`config.mk`:
```
export PLATFORM = sky130hd
export DESIGN_NAME = mux_scan_ctrl_flat
export DESIGN_NICKNAME = d
export VERILOG_FILES = /design/src/rtl/mux_scan_ctrl_if.sv /design/src/rtl/mux_scan_ctrl.sv /design/src/flat_wrapper.sv
export SDC_FILE = /design/constraint.sdc
export NUM_CORES = 1
export LEC_CHECK = 0
export CAP_MARGIN = 20
export CELL_PAD_IN_SITES_DETAIL_PLACEMENT = 0
export CELL_PAD_IN_SITES_GLOBAL_PLACEMENT = 2
export CORE_MARGIN = 3
export CORE_UTILIZATION = 35
export CTS_CLUSTER_SIZE = 16
export DETAILED_ROUTE_END_ITERATION = 8
export MAX_ROUTING_LAYER = met4
export PLACE_DENSITY_LB_ADDON = 0.1
export SLEW_MARGIN = 5
export SYNTH_ARGS = -nofsm -noshare
export SYNTH_HDL_FRONTEND = slang
export SYNTH_SLANG_ARGS = --single-unit
```
`constraint.sdc`:
```
create_clock -name clk -period 3.1 [get_ports clk]
set_clock_uncertainty 0.15 [all_clocks]
set_input_delay 0.465 -clock clk [delete_from_list [all_inputs] [get_ports clk]]
set_output_delay 0.465 -clock clk [all_outputs]
set_load 0.01 [all_outputs]
```
`src/rtl/mux_scan_ctrl_if.sv`:
```
// Scan-controller bus: scan request/config in, mux select and sample handshake out.
// master = consumer/driver side, slave = mux_scan_ctrl.
interface mux_scan_ctrl_if #(
    parameter int DWELL_W = 4
);
    logic               start;
    logic [3:0]         chan_mask;
    logic [DWELL_W-1:0] dwell;
    logic               y;
    logic               s1;
    logic               s0;
    logic               busy;
    logic [3:0]         sample;
    logic               sample_valid;
    logic               sample_ready;

    modport master (
        output start, chan_mask, dwell, y, sample_ready,
        input  s1, s0, busy, sample, sample_valid
    );

    modport slave (
        input  start, chan_mask, dwell, y, sample_ready,
        output s1, s0, busy, sample, sample_valid
    );
endinterface

```
`src/rtl/mux_scan_ctrl.sv`:
```
// Steps a 4:1 mux over enabled channels, waits dwell cycles per select, captures y per channel.
// Latency: sample_valid rises popcount(mask)*(dwell+2) cycles after the start edge; all outputs registered.
// Backpressure: result held in DONE until sample_ready; MUX_SCAN_CONT_EN restarts the scan on handshake.
module mux_scan_ctrl #(
    parameter int DWELL_W = 4
) (
    input  logic           clk,
    input  logic           rst,
    mux_scan_ctrl_if.slave bus
);

    typedef enum logic [1:0] {IDLE, SETTLE, SAMPLE, DONE} state_t;

    state_t             state_q, state_d;
    logic [DWELL_W-1:0] cnt_q, cnt_d;
    logic [DWELL_W-1:0] dwell_q, dwell_d;
    logic [3:0]         mask_q, mask_d;
    logic [3:0]         sample_q, sample_d;
    logic [1:0]         sel_q, sel_d;
    logic               busy_q, busy_d;
    logic               valid_q, valid_d;
    logic [3:0]         higher;

    function automatic logic [1:0] lowest(input logic [3:0] m);
        logic [1:0] r;
        r = 2'd0;
        for (int i = 3; i >= 0; i--) begin
            if (m[i]) r = 2'(i);
        end
        return r;
    endfunction

    // Enabled channels strictly above the current select; disabled ones cost no cycles.
    assign higher = mask_q & (4'b1110 << sel_q);

    always_comb begin
        state_d  = state_q;
        cnt_d    = cnt_q;
        dwell_d  = dwell_q;
        mask_d   = mask_q;
        sample_d = sample_q;
        sel_d    = sel_q;
        case (state_q)
            IDLE: begin
                if (bus.start && (bus.chan_mask != 4'd0)) begin
                    mask_d   = bus.chan_mask;
                    dwell_d  = bus.dwell;
                    sample_d = 4'd0;
                    sel_d    = lowest(bus.chan_mask);
                    cnt_d    = bus.dwell;
                    state_d  = SETTLE;
                end
            end
            SETTLE: begin
                if (cnt_q == '0) state_d = SAMPLE;
                else             cnt_d   = cnt_q - DWELL_W'(1);
            end
            SAMPLE: begin
                sample_d[sel_q] = bus.y;
                if (|higher) begin
                    sel_d   = lowest(higher);
                    cnt_d   = dwell_q;
                    state_d = SETTLE;
                end else begin
                    state_d = DONE;
                end
            end
            DONE: begin
                if (bus.sample_ready) begin
`ifdef MUX_SCAN_CONT_EN
                    sample_d = 4'd0;
                    sel_d    = lowest(mask_q);
                    cnt_d    = dwell_q;
                    state_d  = SETTLE;
`else
                    state_d  = IDLE;
`endif
                end
            end
            default: state_d = IDLE;
        endcase
        busy_d  = (state_d != IDLE);
        valid_d = (state_d == DONE);
    end

    always_ff @(posedge clk or posedge rst) begin
        if (rst) begin
            state_q  <= IDLE;
            cnt_q    <= '0;
            dwell_q  <= '0;
            mask_q   <= 4'd0;
            sample_q <= 4'd0;
            sel_q    <= 2'd0;
            busy_q   <= 1'b0;
            valid_q  <= 1'b0;
        end else begin
            state_q  <= state_d;
            cnt_q    <= cnt_d;
            dwell_q  <= dwell_d;
            mask_q   <= mask_d;
            sample_q <= sample_d;
            sel_q    <= sel_d;
            busy_q   <= busy_d;
            valid_q  <= valid_d;
        end
    end

    assign bus.s1           = sel_q[1];
    assign bus.s0           = sel_q[0];
    assign bus.busy         = busy_q;
    assign bus.sample       = sample_q;
    assign bus.sample_valid = valid_q;

endmodule

```
`src/flat_wrapper.sv`:
```
// flat-port wrapper written by rule: the top's interface ports become plain ports
module mux_scan_ctrl_flat 
#(
    parameter int DWELL_W = 4
)
  (clk, rst, bus_start, bus_chan_mask, bus_dwell, bus_y, bus_sample_ready, bus_s1, bus_s0, bus_busy, bus_sample, bus_sample_valid);
  mux_scan_ctrl_if #(.DWELL_W(DWELL_W)) bus_i ();
  input  logic clk;
  input  logic rst;
  input wire logic [$bits(bus_i.start)-1:0] bus_start;
  input wire logic [$bits(bus_i.chan_mask)-1:0] bus_chan_mask;
  input wire logic [$bits(bus_i.dwell)-1:0] bus_dwell;
  input wire logic [$bits(bus_i.y)-1:0] bus_y;
  input wire logic [$bits(bus_i.sample_ready)-1:0] bus_sample_ready;
  output wire logic [$bits(bus_i.s1)-1:0] bus_s1;
  output wire logic [$bits(bus_i.s0)-1:0] bus_s0;
  output wire logic [$bits(bus_i.busy)-1:0] bus_busy;
  output wire logic [$bits(bus_i.sample)-1:0] bus_sample;
  output wire logic [$bits(bus_i.sample_valid)-1:0] bus_sample_valid;
  assign bus_i.start = bus_start;
  assign bus_i.chan_mask = bus_chan_mask;
  assign bus_i.dwell = bus_dwell;
  assign bus_i.y = bus_y;
  assign bus_i.sample_ready = bus_sample_ready;
  assign bus_s1 = bus_i.s1;
  assign bus_s0 = bus_i.s0;
  assign bus_busy = bus_i.busy;
  assign bus_sample = bus_i.sample;
  assign bus_sample_valid = bus_i.sample_valid;
  mux_scan_ctrl #(.DWELL_W(DWELL_W)) u_core (.clk(clk), .rst(rst), .bus(bus_i));
endmodule
```
==> flow_summary.json <==
{
  "drtAntennaViolNets": 0,
  "syn2layout_area_growth_pct": 22.3,
  "final_hold_viol_count": 0,
  "vias_per_cell": 4.96,
  "min-delay-path-class": "flop to flop",
  "switching_share_pct": 42.6,
  "comb_power_share_pct": 55.1,
  "netlist.top_cell.by_area": "dfrtp_1",
  "yosys_register_bits": 21,
  "critPathRequiredTime_ns": 2.48,
  "seq_power_share_pct": 35.3,
  "layout.nets": 164,
  "finalMaxSlewViolations": 0,
  "postSynth.topFlopCell": "dfrtp_1",
  "vias_in_the_first_global_route": 959,
  "die_width_um": 65.1,
  "synth_cells": 123,
  "die_footprint_um2": 4240,
  "min_period_ns": 2.08,
  "ioPinCount": 21,
  "switchingPower_uw": 607,
  "clock_sink_count": 21,
  "power_leakage_uw": 0.000678,
  "worst_pin_slew_ns": 0.829,
  "number_of_standard_cell_rows_in_the_floorplan": 20,
  "synth_top_area_share_pct": 42.9,
  "clock_latency_ns": 0.32,
  "synthesis.nets": 142,
  "number_of_h_tree_levels": 1,
  "overflow": 0,
  "met2WireLength_um": 1220,
  "cp.buffers_inverters": 1,
  "cpMaxStageDelayCell": "clkdlybuf4s50_1",
  "globalplace.congestion": 0.723,
  "core_region_area_um2": 3200,
  "top_layer": "met4",
  "timing.critical_path.from_type": "flop",
  "clk_pin_slew_worst_paths_ns": 0.13,
  "worstPathMaxFanout": 11,
  "yosysSeqAreaShare_pct": 42.9,
  "cp_cell_sequence": "clkdlybuf4s50_1",
  "ys_async_sr_fraction_pct": 100,
  "number_of_cts_inserted_buffers": 3,
  "hpwl_um": 2000,
  "min_period_over_period_pct": 67.1,
  "cts_post_setup_buffers_inserted": 0,
  "grt_max_degree": 22,
  "achievable-frequency_ghz": 0.481,
  "internal_power_contribution_uw": 816,
  "post_route_cells_drive_above_1_share_pct": 15.3,
  "final.setup.tns_ns": 0,
  "setup.worst_path.class": "flop to output port",
  "synth_most_common_cell": "dfrtp_1",
  "portBuffers": 20,
  "clk_root_buffer_cell": "clkbuf_4",
  "groute.usage.overall_pct": 14.7,
  "setup-violations-final": 0,
  "die_y_um": 65.1,
  "whs_ns": 0.374,
  "clock_tree_from_tritoncts": "yes",
  "cp_top_family": "buffers and inverters",
  "cts-resized-gates": 0,
  "initialDrtViolationCount": 60,
  "post_drt_wl_per_cell_um": 13.9,
  "crit_path_end_kind": "output port",
  "antenna_violations_before_repair": 0,
  "starting_density_of_the_core_pct": 38.2,
  "netlist_top_cells_area": "dfrtp_1, mux2_2, ha_1",
  "synth_common_cells": "dfrtp_1, inv_1, nor2_1",
  "cts_hold_repair.buffers": 0,
  "worst_ep_arrival_time_ns": 1.46,
  "critPathMaxStageDelay_ns": 0.60,
  "grt_first_pass_wirelength_um": 4660,
  "final_routed_wirelength_um": 2620,
  "max_slew_margin_pct": 44.6,
  "number_of_distinct_standard_cells_referenced_by_the_synthesized_netlist": 37,
  "detailroute.wirelength.met3_um": 122,
  "via_count": 932,
  "status": "finished clean",
  "number_of_search_and_repair_iterations_in_the_first_detailed_routing_pass": 4,
  "route.detailed.drc": 0,
  "synth_warnings": 0,
  "pwr-share-clk_pct": 9.6,
  "antenna_cells_inserted": 0,
  "post_synth.cell_area_avg_um2": 9.95,
  "vdd.ir_drop.worst_mv": 0.475,
  "synth_enable_flop_cells": 0,
  "syn-cell-area_um2": 1220,
  "total_of_max_cap_violations": 0,
  "setup_repair_after_global_routing_missed_its_margin": "false",
  "route.layer.met1.wl_um": 1250,
  "maximum_buffer_depth_of_the_clock_tree": 2,
  "power_density_nw_per_um2": 951
}
[layout make-up]
type                       count  area, um^2
sequential                    21         526
clock buffer                   3        22.5
fill                         343        1710
timing repair buffer          21         208
tap                           44        55.1
clock inverter                 1        5.00
inverter                      10        37.5
multi-input combinational     88         643
[cells by family (layout without fill, tap and decap cells)]
kind of cell / count (synthesis) / in the layout / synth area share (%)
compound gates: 31 / 31 / 19.5
xor+xnor: 2 / 2 / 1.43
fa+ha+maj: 6 / 6 / 6.13
buf+inv: 14 / 35 / 4.50
flops: 21 / 21 / 42.9
mux: 12 / 12 / 10.7
simple gates: 37 / 37 / 14.7
[power groups by stage]
stage | Combinational [uW] | Sequential [uW] | Clock, uW
after global placement | 779 | 506 | 0
final | 784 | 503 | 136
after detailed placement | 792 | 510 | 0
after floorplan | 598 | 475 | 0
after CTS | 798 | 504 | 143
after global routing | 895 | 526 | 158
[placed cells by master, fill, tap and decap left out, types with 2 or more instances in the layout]
master	synthesis	routed
xor2_1	2	2
inv_1	10	10
a21oi_1	3	3
o31ai_1	2	2
ha_1	6	6
nand2b_1	3	3
nand2_2	3	3
dfrtp_1	21	21
clkdlybuf4s50_1	0	20
nor3_1	2	2
a22o_1	2	2
mux2_2	9	9
a22oi_1	4	4
nand2_1	9	9
a21boi_0	2	2
nand3_1	4	4
o21ai_0	7	7
clkbuf_4	0	3
mux2i_1	3	3
nor2_1	10	10
[state kept, by name, summed over array words and instances (netlist names)]
signal / cells
u_core.dwell_q: 4
u_core.bus.sample_valid: 1
u_core.sel_q: 2
u_core.state_q: 2
u_core.bus.sample: 4
u_core.mask_q: 3
u_core.cnt_q: 4
u_core.bus.busy: 1
[layer usage]
layer / vias to the layer above / GRT usage [%]
met5: - / -
met4: 0 / 2.33
met3: 2 / 3.76
met2: 18 / 23.6
met1: 438 / 19.3
li1: 474 / -
[stage by stage]
| step | utilization (%) | instance area (um^2) | setup WS (ns) | instances | power [uW] |
|---|---|---|---|---|---|
| CTS | 46.7 | 1500 | 0.997 | 188 | 1450 |
| finish | 46.7 | 1500 | 1.02 | 188 | 1420 |
| global placement | 45.9 | 1470 | 0.790 | 184 | 1280 |
| global route | 46.7 | 1500 | 0.906 | 188 | 1580 |
| floorplan | - | 1220 | 1.29 | 123 | 1070 |
| detailed placement | 45.9 | 1470 | 0.764 | 184 | 1300 |
[worst paths after layout]
| path | from | endpoint | slack [ns] | cells past startpoint |
|---|---|---|---|---|
| max | u_core.sel_q[0]$_DFFE_PP0P_ | bus_s0 | 1.02 | 1 |
| min | u_core.bus.sample[3]$_DFFE_PP0P_ | u_core.bus.sample[3]$_DFFE_PP0P_ | 0.37 | 2 |
| max reg2reg | u_core.state_q[0]$_DFF_PP0_ | u_core.cnt_q[3]$_DFFE_PP0P_ | 1.17 | 6 |
| min reg2reg | u_core.bus.sample[3]$_DFFE_PP0P_ | u_core.bus.sample[3]$_DFFE_PP0P_ | 0.37 | 2 |
| max in group asynchronous | rst | u_core.state_q[0]$_DFF_PP0_ | 1.82 | 2 |
| min in group asynchronous | rst | u_core.bus.sample[2]$_DFFE_PP0P_ | 0.45 | 2 |
Power figures use the tool's default switching activity.
